--- config.mk ---
export PLATFORM = sky130hd
export DESIGN_NAME = counter_updown_mod
export DESIGN_NICKNAME = d
export VERILOG_FILES = /design/src/rtl/counter_pkg.sv /design/src/rtl/counter_updown_mod.sv
export SDC_FILE = /design/constraint.sdc
export NUM_CORES = 1
export LEC_CHECK = 0
export BUFFER_PORTS_ARGS = -buffer_cell sky130_fd_sc_hd__buf_4
export CAP_MARGIN = 15
export CELL_PAD_IN_SITES_DETAIL_PLACEMENT = 1
export CELL_PAD_IN_SITES_GLOBAL_PLACEMENT = 2
export CORE_MARGIN = 8
export CORE_UTILIZATION = 32
export CTS_BUF_LIST = sky130_fd_sc_hd__clkbuf_4 sky130_fd_sc_hd__clkbuf_8
export DETAILED_ROUTE_END_ITERATION = 8
export PLACE_DENSITY_LB_ADDON = 0.1
export SLEW_MARGIN = 20
export SYNTH_ARGS = -nofsm -noshare
export SYNTH_HDL_FRONTEND = slang
export SYNTH_SLANG_ARGS = --single-unit
--- constraint.sdc ---
create_clock -name clk -period 2.9 [get_ports clk]
set_clock_uncertainty 0.2 [all_clocks]
set_input_delay 0.725 -clock clk [delete_from_list [all_inputs] [get_ports clk]]
set_output_delay 0.725 -clock clk [all_outputs]
set_load 0.03 [all_outputs]
--- src/rtl/counter_pkg.sv ---
// Shared definitions for the up/down counter: end-of-range mode encodings
// and the clamp helper used when loading a new value.
package counter_pkg;

  localparam int unsigned MODE_W    = 2;
  localparam int unsigned CLAMP_W   = 32;

  localparam logic [MODE_W-1:0] MODE_WRAP    = 2'b00;
  localparam logic [MODE_W-1:0] MODE_SAT     = 2'b01;
  localparam logic [MODE_W-1:0] MODE_ONESHOT = 2'b10;
  localparam logic [MODE_W-1:0] MODE_RSVD    = 2'b11;

  // Saturating clamp of a load value against the terminal count.
  function automatic logic [CLAMP_W-1:0] clamp_to(input logic [CLAMP_W-1:0] value,
                                                  input logic [CLAMP_W-1:0] limit);
    return (value > limit) ? limit : value;
  endfunction

  // Reserved encoding behaves as wrap.
  function automatic logic is_wrap_mode(input logic [MODE_W-1:0] mode);
    return (mode == MODE_WRAP) || (mode == MODE_RSVD);
  endfunction

endpackage

--- src/rtl/counter_updown_mod.sv ---
// Parametrised up/down counter with wrap / saturate / one-shot end-of-range
// behaviour, clamped load, registered wrap pulse, sticky done and cascade carry.
module counter_updown_mod
  import counter_pkg::*;
#(
  parameter int unsigned      WIDTH       = 10,
  parameter logic [WIDTH-1:0] MAX_VALUE   = {WIDTH{1'b1}},
  parameter logic [WIDTH-1:0] RESET_VALUE = '0
) (
  input  logic             clk,
  input  logic             rst_n,
  input  logic             ce,
  input  logic             en,
  input  logic             load,
  input  logic             updown,
  input  logic [1:0]       mode,
  input  logic [WIDTH-1:0] counter_value,
  output logic [WIDTH-1:0] q,
  output logic             tc,
  output logic             wrap_pulse,
  output logic             done,
  output logic             carry_out
);

  logic [WIDTH-1:0] term;
  logic [WIDTH-1:0] load_val;
  logic [WIDTH-1:0] q_nxt;
  logic             done_nxt;
  logic             wrap_pulse_nxt;
  logic             wrap_sel;
  logic             sat_sel;
  logic             oneshot_sel;

  // Terminal value depends on direction; tc tracks updown without a clock.
  assign term        = updown ? '0 : MAX_VALUE;
  assign tc          = (q == term);
  assign wrap_sel    = is_wrap_mode(mode);
  assign sat_sel     = (mode == MODE_SAT);
  assign oneshot_sel = (mode == MODE_ONESHOT);
  assign load_val    = WIDTH'(clamp_to(CLAMP_W'(counter_value), CLAMP_W'(MAX_VALUE)));
  assign carry_out   = ce & en & ~load & tc & wrap_sel;

  // Next-state: load beats count; counting at term follows the selected mode.
  always_comb begin
    q_nxt          = q;
    done_nxt       = done;
    wrap_pulse_nxt = wrap_pulse;
    if (ce) begin
      wrap_pulse_nxt = 1'b0;
      if (load) begin
        q_nxt    = load_val;
        done_nxt = 1'b0;
      end else if (en && !(oneshot_sel && done)) begin
        if (!tc) begin
          q_nxt = updown ? (q - WIDTH'(1)) : (q + WIDTH'(1));
        end else if (sat_sel) begin
          q_nxt = q;
        end else if (oneshot_sel) begin
          done_nxt = 1'b1;
        end else begin
          q_nxt          = updown ? MAX_VALUE : '0;
          wrap_pulse_nxt = 1'b1;
        end
      end
    end
  end

  always_ff @(posedge clk or negedge rst_n) begin
    if (!rst_n) begin
      q          <= RESET_VALUE;
      done       <= 1'b0;
      wrap_pulse <= 1'b0;
    end else begin
      q          <= q_nxt;
      done       <= done_nxt;
      wrap_pulse <= wrap_pulse_nxt;
    end
  end

endmodule

# Word level (Yosys, flattened, before mapping)
# Index checks and enable logic that the tools add are counted.
word_totals:
  out_inout_bits: 14
  regBits: 12
  word_cells: 45
  input_bits: 18
classes:
  n_addsub: 2
  n_eq_ne: 7
  muxes: 18
  bitwise_logic: 5
  n_reduce_logical: 10
ops:
  columns: ["op", "n"]
  rows:
  - ["two-way mux 10 bit", 8]
  - ["adder 10 x 1 -> 10 bit, second input constant", 1]
  - ["equality test 10 bit", 1]
  - ["two-way mux 1 bit", 10]
  - ["subtractor 10 x 1 -> 10 bit, second input constant", 1]
  - ["!= test 3 bit, second input constant", 2]
  - ["nonzero test 2 bit", 3]
  - ["AND reduction 5 bit", 1]
  - ["bitwise AND 1 bit", 4]
  - ["equality test 2 bit, second input constant", 2]
  - ["AND reduction 4 bit", 1]
  - ["equality test 2 x 1 -> 1 bit, second input constant", 1]
  - ["logical AND 1 bit", 2]
  - ["zero test 2 bit", 1]
  - ["!= test 2 bit, second input constant", 1]
  - ["zero test 1 bit", 1]
  - ["logical OR 1 bit", 1]
  - ["inverter 1 bit", 1]

# Depth between registers and ports, before layout
# Gate-level depths: netlist (run 1).
depth:
  ltp_word: 6
  mapped_depth: 8
  mapped_depth_nobuf: 7

# Worst setup path before layout (run 1)
# Ideal clock, no wire load.
synth_path:
  path_kind: "input -> output"
  startpoint: "in updown"
  endpoint: "out carry_out"
  n_path_buf: 1
  setup_slack_ns: -0.267
  cell_stages: 5
  arrival_time_ns: 2.242
  t_required_ns: 1.975
  path_cell_list: "ha_1 -> and4_4 -> buf_6 -> o211ai_1 -> nor4b_2"
synth_via:
  elab_chain_len: 4
synth_rtl:
  columns: ["item", "line_no", "text"]
  rows:
  - ["from (decl)", "counter_updown_mod.sv:15", "input logic updown,"]
  - ["two-way mux 10 bit", "counter_updown_mod.sv:35", "assign term = updown ? '0 : MAX_VALUE;"]
  - ["equality test 10 bit", "counter_updown_mod.sv:36", "assign tc = (q == term);"]
  - ["bitwise AND 1 bit (2 in series)", "counter_updown_mod.sv:41", "assign carry_out = ce & en & ~load & tc & wrap_sel;"]
  - ["to (decl)", "counter_updown_mod.sv:22", "output logic carry_out"]
# No other way between the ends.

# Final worst setup path (run 1)
# Ends and elaborated chain as after synthesis.

==> summary.txt, run 1 <==
Yosys
  • Mux cell area share after synthesis: 4.27%
  • Largest family of logic cells by synthesized area: compound AO/OA/AOI/OAI gates
  • Synth Area in Compound Gates: 29.4%
  • Post-synthesis cell type count: 47
  • Post-synth EDFFs: 0
  • Yosys warns: 0
  • Post-synthesis instance area: 1200 sq um
  • Ys async rst share: 100%
  • Post-Synth XOR/XNOR Area: 5.10%
  • Post-Syn Instances: 133
  • Adder-Cell Fraction of Synth Area: 12.1%
  • Synthesis-stage register bit count: 12
  • Synth Flop Type: dfrtp_1
  • Post-synth net total: 162
  • Syn avg cell area: 9.04 sq um
  • Sequential-to-total area share from yosys stat: 25.0%
  • Simple-gate area share of the yosys netlist: 18.3%

Power
  • Clock power frac: 14.9%
  • Worst vdd ir: 0.000359 V
  • Switching portion of total power: 43.6%
  • Pwr dens: 708 nW/um^2
  • P_int: 741 uW
  • Pleak: 0.000855 uW
  • Net Switching: 572 uW
  • Sequential fraction of design power: 21.9%
  • Comb pwr share: 63.1%

Finish
  • # diodes: 0
  • Layout cells sized above 1: 42.5%
  • Synth-to-Final Area Change: 54.2%
  • Fin nets: 216
  • Finished Core Util: 51.0%

Setup path
  • Reg2reg start: q[3]$_DFFE_PN0P_
  • Worst R2R End: q[9]$_DFFE_PN0P_
  • Worst Path Arrival: 2.02 ns
  • Critical Path Fanout Max: 5
  • R2R cell count: 7
  • Critical Path RT: 1.98 ns
  • Setup crit start kind: input pin
  • Kind of critical path: in2out
  • Crit end category: output port
  • Register-to-register setup slack: 0.50 ns

Clocking
  • CTS tree: yes
  • Worst-Skew Late Latency: 0.25 ns
  • Clock root cell: clkbuf_8
  • Clk sink count: 12
  • Max Root-Sink Buffers: 2
  • Clk slew on worst S/H paths: 0.06 ns
  • Hold Buf Count CTS: 0
  • Htree depth: 1
  • Inserted Clock Buffers: 3

Placement
  • Port Buf Inserts: 31
  • Gpl congestion: 0.859
  • Post-DP HPWL: 3.21 mm

STA
  • Fin. Hold Viols: 0
  • Slew @ Worst Pin: 0.497 ns
  • Final Max Tran Viols: 0
  • RSZ-0062 raised after global routing: yes
  • Setup TNS: -0.0487 ns
  • # setup viols final: 1
  • Minimum clock period: 2.95 ns
  • Final Cycle Share: 102%
  • Relative max-transition margin: 66.8%
  • Fmax: 339 MHz
  • Setup slack after layout: -0.0487 ns

Global routing
  • GRT Util Overall: 14.1%
  • Grt ovf: 0
  • Global-route wire length before repair: 6.98 mm
  • Vias in the first global route: 1383
  • Pin count of the biggest net entering global routing: 17
  • Initial antenna violation count: 0

Floorplan
  • Starting Density: 33.1%
  • Chip width: 77.3 um
  • Row cnt: 22
  • Die area: 5980 sq um
  • IO Pins: 32
  • Height of the die: 77.3 um
  • Placeable Area: 3630 sq um

Min path
  • Worst hold path type: in2async

Drt
  • Wire length per cell: 17.8 um
  • ANT nets after route: 0
  • Detailed Route WL: 4.17 mm
  • DR vias: 1242
  • Iter 0 DRT Violations: 31
  • First-pass DRT Iterations: 4
  • DR vias/cell: 5.31
  • DRC Markers: 0

Status
  • Status: finished with violations
  • Failing checks: negative setup slack

Job
  • MaxCap Viol Count: 0
## layout make-up
type                       instances  area [sq um]
multi-input combinational        107           943
clock buffer                       4          55.1
timing repair buffer              54           462
sequential                        12           300
inverter                           9          33.8
fill                             419          1780
tap                               48          60.1
## per-stage QoR
stage / hold slack [ns] / power, uW / std cells / setup slack, ns / instance area, sq um
floorplan: 0.229 / 785 / 133 / -0.0133 / 1300
global placement: 0.294 / 1050 / 226 / -0.174 / 1710
detailed placement: 0.313 / 1080 / 226 / -0.208 / 1710
CTS: 0.118 / 1310 / 234 / -0.0476 / 1850
global route: 0.109 / 1410 / 234 / -0.0700 / 1850
finish: 0.115 / 1310 / 234 / -0.0487 / 1850
## power by group through the flow
| stage | Combinational [uW] | Clock, uW | Sequential, uW |
|---|---|---|---|
| 2_1_floorplan | 426 | 0 | 360 |
| 3_3_place_gp | 763 | 0 | 288 |
| 3_5_place_dp | 791 | 0 | 288 |
| 4_1_cts | 822 | 201 | 288 |
| 5_1_grt | 905 | 211 | 294 |
| 6_report | 829 | 196 | 288 |
## Yosys cell counts, types with 2 or more instances
master	instances	area share, %
nor2b_1	3	1.6
mux2i_1	4	3.3
nand3_1	4	1.7
a21o_1	3	1.9
o21ai_0	5	2.1
xnor2_1	4	2.9
ha_1	10	10
and2_1	4	2.1
o21ai_1	2	0.83
nand2_1	11	3.4
xor2_1	3	2.2
buf_2	2	0.83
a31oi_1	4	2.1
a22o_1	3	2.2
a211oi_1	2	1.2
o31ai_2	4	4.2
inv_1	9	2.8
nand2b_1	4	2.1
buf_6	2	1.9
dfrtp_1	12	25
a21oi_1	11	4.6
o211ai_1	2	1.2
## kinds of logic (layout without fill, tap and decap cells)
group / count (synthesis) / after routing
AOI/OAI and AO/OA: 47 / 47
buffers and inverters: 14 / 67
DFF: 12 / 12
muxes: 5 / 5
xor gates and xnor gates: 7 / 7
adders and majority gates: 11 / 11
and+or+nand+nor: 37 / 37
## metal layers
metal	wire [um]	global-route usage [%]
met5	0	0
met4	0	1.13
met3	191	3.85
met2	2150	25.3
met1	1830	16.9
## state kept, by name (all words and copies together) (netlist names)
register / cells
wrap_pulse: 1
done: 1
q: 10
## worst max-delay path by stage
stage / from / endpoint
after CTS: updown / carry_out
after global routing: updown / carry_out
after floorplan: updown / carry_out
final: updown / carry_out
after detailed placement: updown / carry_out
after global placement: updown / carry_out
## timing repair
action                                 CTS  global route
setup buffers                            3             0
pin swaps                                6             1
endpoints found under the hold margin    0             0
cloned                                   1             0
gates resized for setup                  8             0
setup endpoints to repair                2             1
## placed cells by master (no fill, tap or decap), types with 2 or more instances in the layout
master,instances
ha_4,8
ha_1,2
clkbuf_8,4
nand3_1,4
buf_4,50
mux2i_1,4
a211oi_1,2
inv_1,9
and4_4,2
o21ai_0,5
buf_16,2
and2_1,4
a21oi_1,11
xor2_1,3
dfrtp_1,12
o211ai_1,2
o21ai_1,2
nand2b_1,4
a21o_1,3
nand2_1,11
a31oi_1,4
a22o_1,3
xnor2_1,4
nor2b_1,3
o31ai_2,4
## critical path, stage by stage
cell and delay, ns:
buf_16 0.13, ha_4 0.26, and4_4 0.24, o211ai_1 0.16, nor4b_4 0.33, buf_6 0.17
Power figures use the tool's default switching activity.
==> inputs of run 2 (changes only) <==
- clock period: 2.9 -> 3.3 ns (I/O delays scaled with it)
==> summary.txt, run 2 (synthesis results as in run 1) <==
Min path
  • Worst hold path type: in2async

Setup path
  • R2R cell count: 7
  • Register-to-register setup slack: 0.81 ns
  • Reg2reg start: q[1]$_DFFE_PN0P_
  • Crit end category: output port
  • Worst Path Arrival: 2.19 ns
  • Critical Path Fanout Max: 10
  • Worst R2R End: q[3]$_DFFE_PN0P_
  • Setup crit start kind: input pin
  • Kind of critical path: in2out
  • Critical Path RT: 2.27 ns

Power
  • Clock power frac: 16.9%
  • Net Switching: 460 uW
  • Worst vdd ir: 0.000272 V
  • Switching portion of total power: 44.4%
  • Comb pwr share: 60.6%
  • P_int: 577 uW
  • Pwr dens: 641 nW/um^2
  • Pleak: 0.000781 uW
  • Sequential fraction of design power: 22.5%

Finish
  • Finished Core Util: 44.5%
  • Max reg flops: 10
  • Layout cells sized above 1: 33.7%
  • Fin nets: 205
  • Commonest non-fill, non-tap cells in the layout: 42 x buf_4, 12 x dfrtp_1, 11 x nand2_1, 11 x a21oi_1, 10 x ha_1
  • # diodes: 0
  • Top reg by flops: q
  • Commonest non-fill, non-tap cell in the layout: buf_4
  • Fin area: 1620 sq um
  • Synth-to-Final Area Change: 34.4%
  • Registers with the most flip-flops: q (10), done (1), wrap_pulse (1)
  • Fillers: 438

Placement
  • Gpl congestion: 0.844
  • Port Buf Inserts: 31
  • Post-DP HPWL: 3.09 mm
  • Pre-CTS setup slack: 0.00998 ns
  • Placed instance area: 1560 sq um

Floorplan
  • Chip width: 77.3 um
  • Placeable Area: 3630 sq um
  • Row cnt: 22
  • Starting Density: 33.1%
  • Height of the die: 77.3 um
  • IO Pins: 32
  • Die area: 5980 sq um

STA
  • Final Max Tran Viols: 0
  • Setup TNS: 0 ns
  • Minimum clock period: 3.22 ns
  • RSZ-0062 raised after global routing: no
  • # setup viols final: 0
  • Slew @ Worst Pin: 0.560 ns
  • Relative max-transition margin: 62.7%
  • Final hold slack: 0.216 ns
  • Final Cycle Share: 97.4%
  • Setup slack after layout: 0.0848 ns
  • Fin. Hold Viols: 0
  • Fmax: 311 MHz

Drt
  • ANT nets after route: 0
  • DR vias: 1162
  • Met1 WL: 1.85 mm
  • Iter 0 DRT Violations: 77
  • Uppermost layer routed: met4
  • Routed met3 length: 121 um
  • First-pass DRT Iterations: 4
  • DRC Markers: 0
  • DR vias/cell: 5.21
  • Detailed Route WL: 4.00 mm
  • Wire length per cell: 17.9 um
  • Met2 WL: 1.97 mm

Clocking
  • Worst-Skew Late Latency: 0.25 ns
  • Clock root cell: clkbuf_8
  • Hold Buf Count CTS: 0
  • Clk sink count: 12
  • Htree depth: 1
  • Clk slew on worst S/H paths: 0.06 ns
  • Inserted Clock Buffers: 3
  • CTS tree: yes
  • Max Root-Sink Buffers: 2

Status
  • Status: complete, no violations

Global routing
  • Initial antenna violation count: 0
  • Vias in the first global route: 1335
  • Pin count of the biggest net entering global routing: 17
  • Global-route wire length before repair: 6.85 mm
  • Grt ovf: 0
  • GRT Util Overall: 14.0%

Job
  • MaxCap Viol Count: 0
## run 2: cell types whose count changed in the layout (fill, tap and decap cells not counted), moves of 2 or more
cell    previous run  this run
buf_16             2         0
ha_1               2        10
ha_4               8         0
buf_4             50        42
## run 2: how the worst max path moves through the flow
| stage | depth (start not counted) | to | slack [ns] | start |
|---|---|---|---|---|
| after detailed placement | 6 | carry_out | 0.01 | updown |
| after global placement | 6 | carry_out | 0.1 | updown |
| final | 7 | tc | 0.08 | updown |
| after floorplan | 5 | carry_out | 0.1 | updown |
| after CTS | 6 | carry_out | 0.01 | updown |
| after global routing | 6 | carry_out | 0.01 | updown |
## run 2: what timing repair did
action,4_1_cts,5_1_grt
gates resized for setup,0,1
endpoints found under the setup margin,0,1
setup buffers,0,0
## run 2: layout make-up
class                           instances  area (sq um)  share of cell area (%)
Timing Repair Buffer                   43           327                    20.2
Sequential cell                        12           300                    18.6
Tap cell                               48          60.1                    3.72
Inverter                                9          33.8                    2.09
Clock buffer                            4          55.1                    3.41
Multi-Input combinational cell        107           841                    52.0
## run 2: power groups by stage
stage / registers (uW) / logic, uW / clock network (uW)
global route: 241 / 689 / 188
detailed placement: 237 / 624 / 0
CTS: 234 / 631 / 182
floorplan: 305 / 340 / 0
finish: 234 / 628 / 175
global placement: 239 / 601 / 0
## run 2: per-layer routing
metal / track usage [%] / up-vias
li1: - / 582
met4: 5.09 / 0
met2: 23.7 / 21
met1: 17.3 / 554
met3: 2.45 / 5
met5: 0 / -
## run 2: metrics by stage
stage / power [uW] / cells
finish: 1040 / 223
detailed placement: 861 / 219
CTS: 1050 / 223
floorplan: 645 / 133
global placement: 840 / 219
global route: 1120 / 223
## run 2: worst max-delay path, stage by stage
cell and delay, ns:
buf_4 0.16, ha_1 0.35, and4_4 0.21, o211ai_1 0.17, buf_4 0.26, inv_1 0.05, buf_4 0.16
==> inputs of run 3 (changes only) <==
- CORE_MARGIN: 8 -> 4
- SETUP_SLACK_MARGIN: not set -> 0.05
==> summary.txt, run 3 (synthesis results as in run 1) <==
Finish
  • Commonest non-fill, non-tap cells in the layout: 43 x buf_4, 12 x dfrtp_1, 11 x nand2_1, 11 x a21oi_1, 9 x inv_1
  • Area of the multi-input gates: 943 sq um
  • Layout cells sized above 1: 38.9%
  • Registers with the most flip-flops: q (10), done (1), wrap_pulse (1)
  • # diodes: 0
  • Synth-to-Final Area Change: 42.8%
  • Commonest non-fill, non-tap cell in the layout: buf_4
  • Top reg by flops: q
  • Fillers: 426
  • Fin nets: 206
  • Max reg flops: 10
  • Finished Core Util: 47.2%
  • Reg area: 300 sq um

Power
  • Worst vdd ir: 0.000314 V
  • Total power: 1060 uW
  • Pleak: 0.000780 uW
  • Pwr dens: 619 nW/um^2

STA
  • Fin. Hold Viols: 0
  • Slew @ Worst Pin: 0.501 ns
  • Fmax: 311 MHz
  • RSZ-0062 raised after global routing: no
  • # setup viols final: 0
  • Setup TNS: 0 ns
  • Final Max Tran Viols: 0
  • Minimum clock period: 3.21 ns
  • Final Cycle Share: 97.3%
  • Relative max-transition margin: 66.6%

Setup path
  • Setup crit start kind: input pin
  • Kind of critical path: in2out
  • Critical path's largest stage delay: 0.34 ns
  • Critical Path Fanout Max: 14
  • Crit-path cells: buf_8 > ha_4 > and4_4 > o211ai_1 > nor4b_4 > buf_4
  • Crit path buf inv count: 2
  • Top delay family on crit path: simple AND/OR/NAND/NOR gates
  • Worst Path Arrival: 2.19 ns
  • Critical Path RT: 2.27 ns
  • Crit end category: output port
  • Critical path's slowest cell: nor4b_4

Floorplan
  • Starting Density: 33.1%
  • Row cnt: 22
  • Placeable Area: 3630 sq um
  • IO Pins: 32
  • Chip width: 69.3 um
  • Die area: 4800 sq um
  • Height of the die: 69.3 um

Global routing
  • Initial antenna violation count: 0
  • Global-route wire length before repair: 6.26 mm
  • Grt ovf: 0
  • Vias in the first global route: 1295
  • Pin count of the biggest net entering global routing: 17
  • GRT Util Overall: 16.1%

Placement
  • Port Buf Inserts: 31
  • Post-DP HPWL: 2.89 mm
  • Gpl congestion: 0.868

Drt
  • DRC Markers: 0
  • DR vias: 1191
  • ANT nets after route: 0
  • Detailed Route WL: 3.88 mm
  • Wire length per cell: 17.4 um
  • DR vias/cell: 5.34
  • Iter 0 DRT Violations: 41
  • First-pass DRT Iterations: 4

Status
  • Status: complete, no violations

Clocking
  • Clk slew on worst S/H paths: 0.06 ns
  • Worst-Skew Late Latency: 0.25 ns
  • Htree depth: 1
  • CTS tree: yes
  • Clock root cell: clkbuf_8
  • Inserted Clock Buffers: 3
  • Clk sink count: 12
  • Max Root-Sink Buffers: 2
  • Hold Buf Count CTS: 0

Min path
  • Worst hold path type: in2async

Job
  • MaxCap Viol Count: 0
[run 3: routing by layer]
layer,global-route usage (%),vias up,routed length [um]
met5,0,-,0
met4,5.21,0,65
met3,3.19,5,90
met2,27.5,18,1890
met1,20.3,589,1830
li1,-,579,-
[run 3: final cells by class]
class,instances,area share [%]
clock buffers,3,2.41
inverters,9,1.97
multi-input cells,107,55.0
flip-flops and latches,12,17.5
well taps,48,3.50
repair buffers,44,19.7
[run 3: power breakdown]
| part | internal, uW | leakage (uW) | switching (uW) | total, uW |
|---|---|---|---|---|
| Clock | 80.9 | 0.0000216 | 63.5 | 144 |
| Combinational | 322 | 0.000613 | 346 | 668 |
| Sequential | 187 | 0.000145 | 63.9 | 250 |
[run 3: worst paths after layout]
check / start / to / slack [ns] / depth (start not counted)
min in group clk: wrap_pulse$_DFFE_PN0P_ / wrap_pulse$_DFFE_PN0P_ / 0.33 / 1
min reg2reg: wrap_pulse$_DFFE_PN0P_ / wrap_pulse$_DFFE_PN0P_ / 0.33 / 1
max reg2reg: q[1]$_DFFE_PN0P_ / q[5]$_DFFE_PN0P_ / 0.91 / 7
min: rst_n / q[0]$_DFFE_PN0P_ / 0.22 / 1
max: updown / carry_out / 0.09 / 6
max in group asynchronous: rst_n / wrap_pulse$_DFFE_PN0P_ / 2.51 / 1
[run 3: per-stage QoR]
stage	instances	setup slack, ns	area (sq um)	hold WS, ns
2_1_floorplan	133	0.0967	1210	0.329
3_3_place_gp	218	0.0735	1550	0.297
3_5_place_dp	218	0.0198	1550	0.312
4_1_cts	221	0.0660	1590	0.226
5_1_grt	223	0.0477	1720	0.223
6_report	223	0.0891	1720	0.219
[run 3: repair_timing]
action	in CTS	in global routing
pin swaps	1	3
endpoints found under the setup margin	1	2
buffers inserted	0	2
resized for setup	0	11
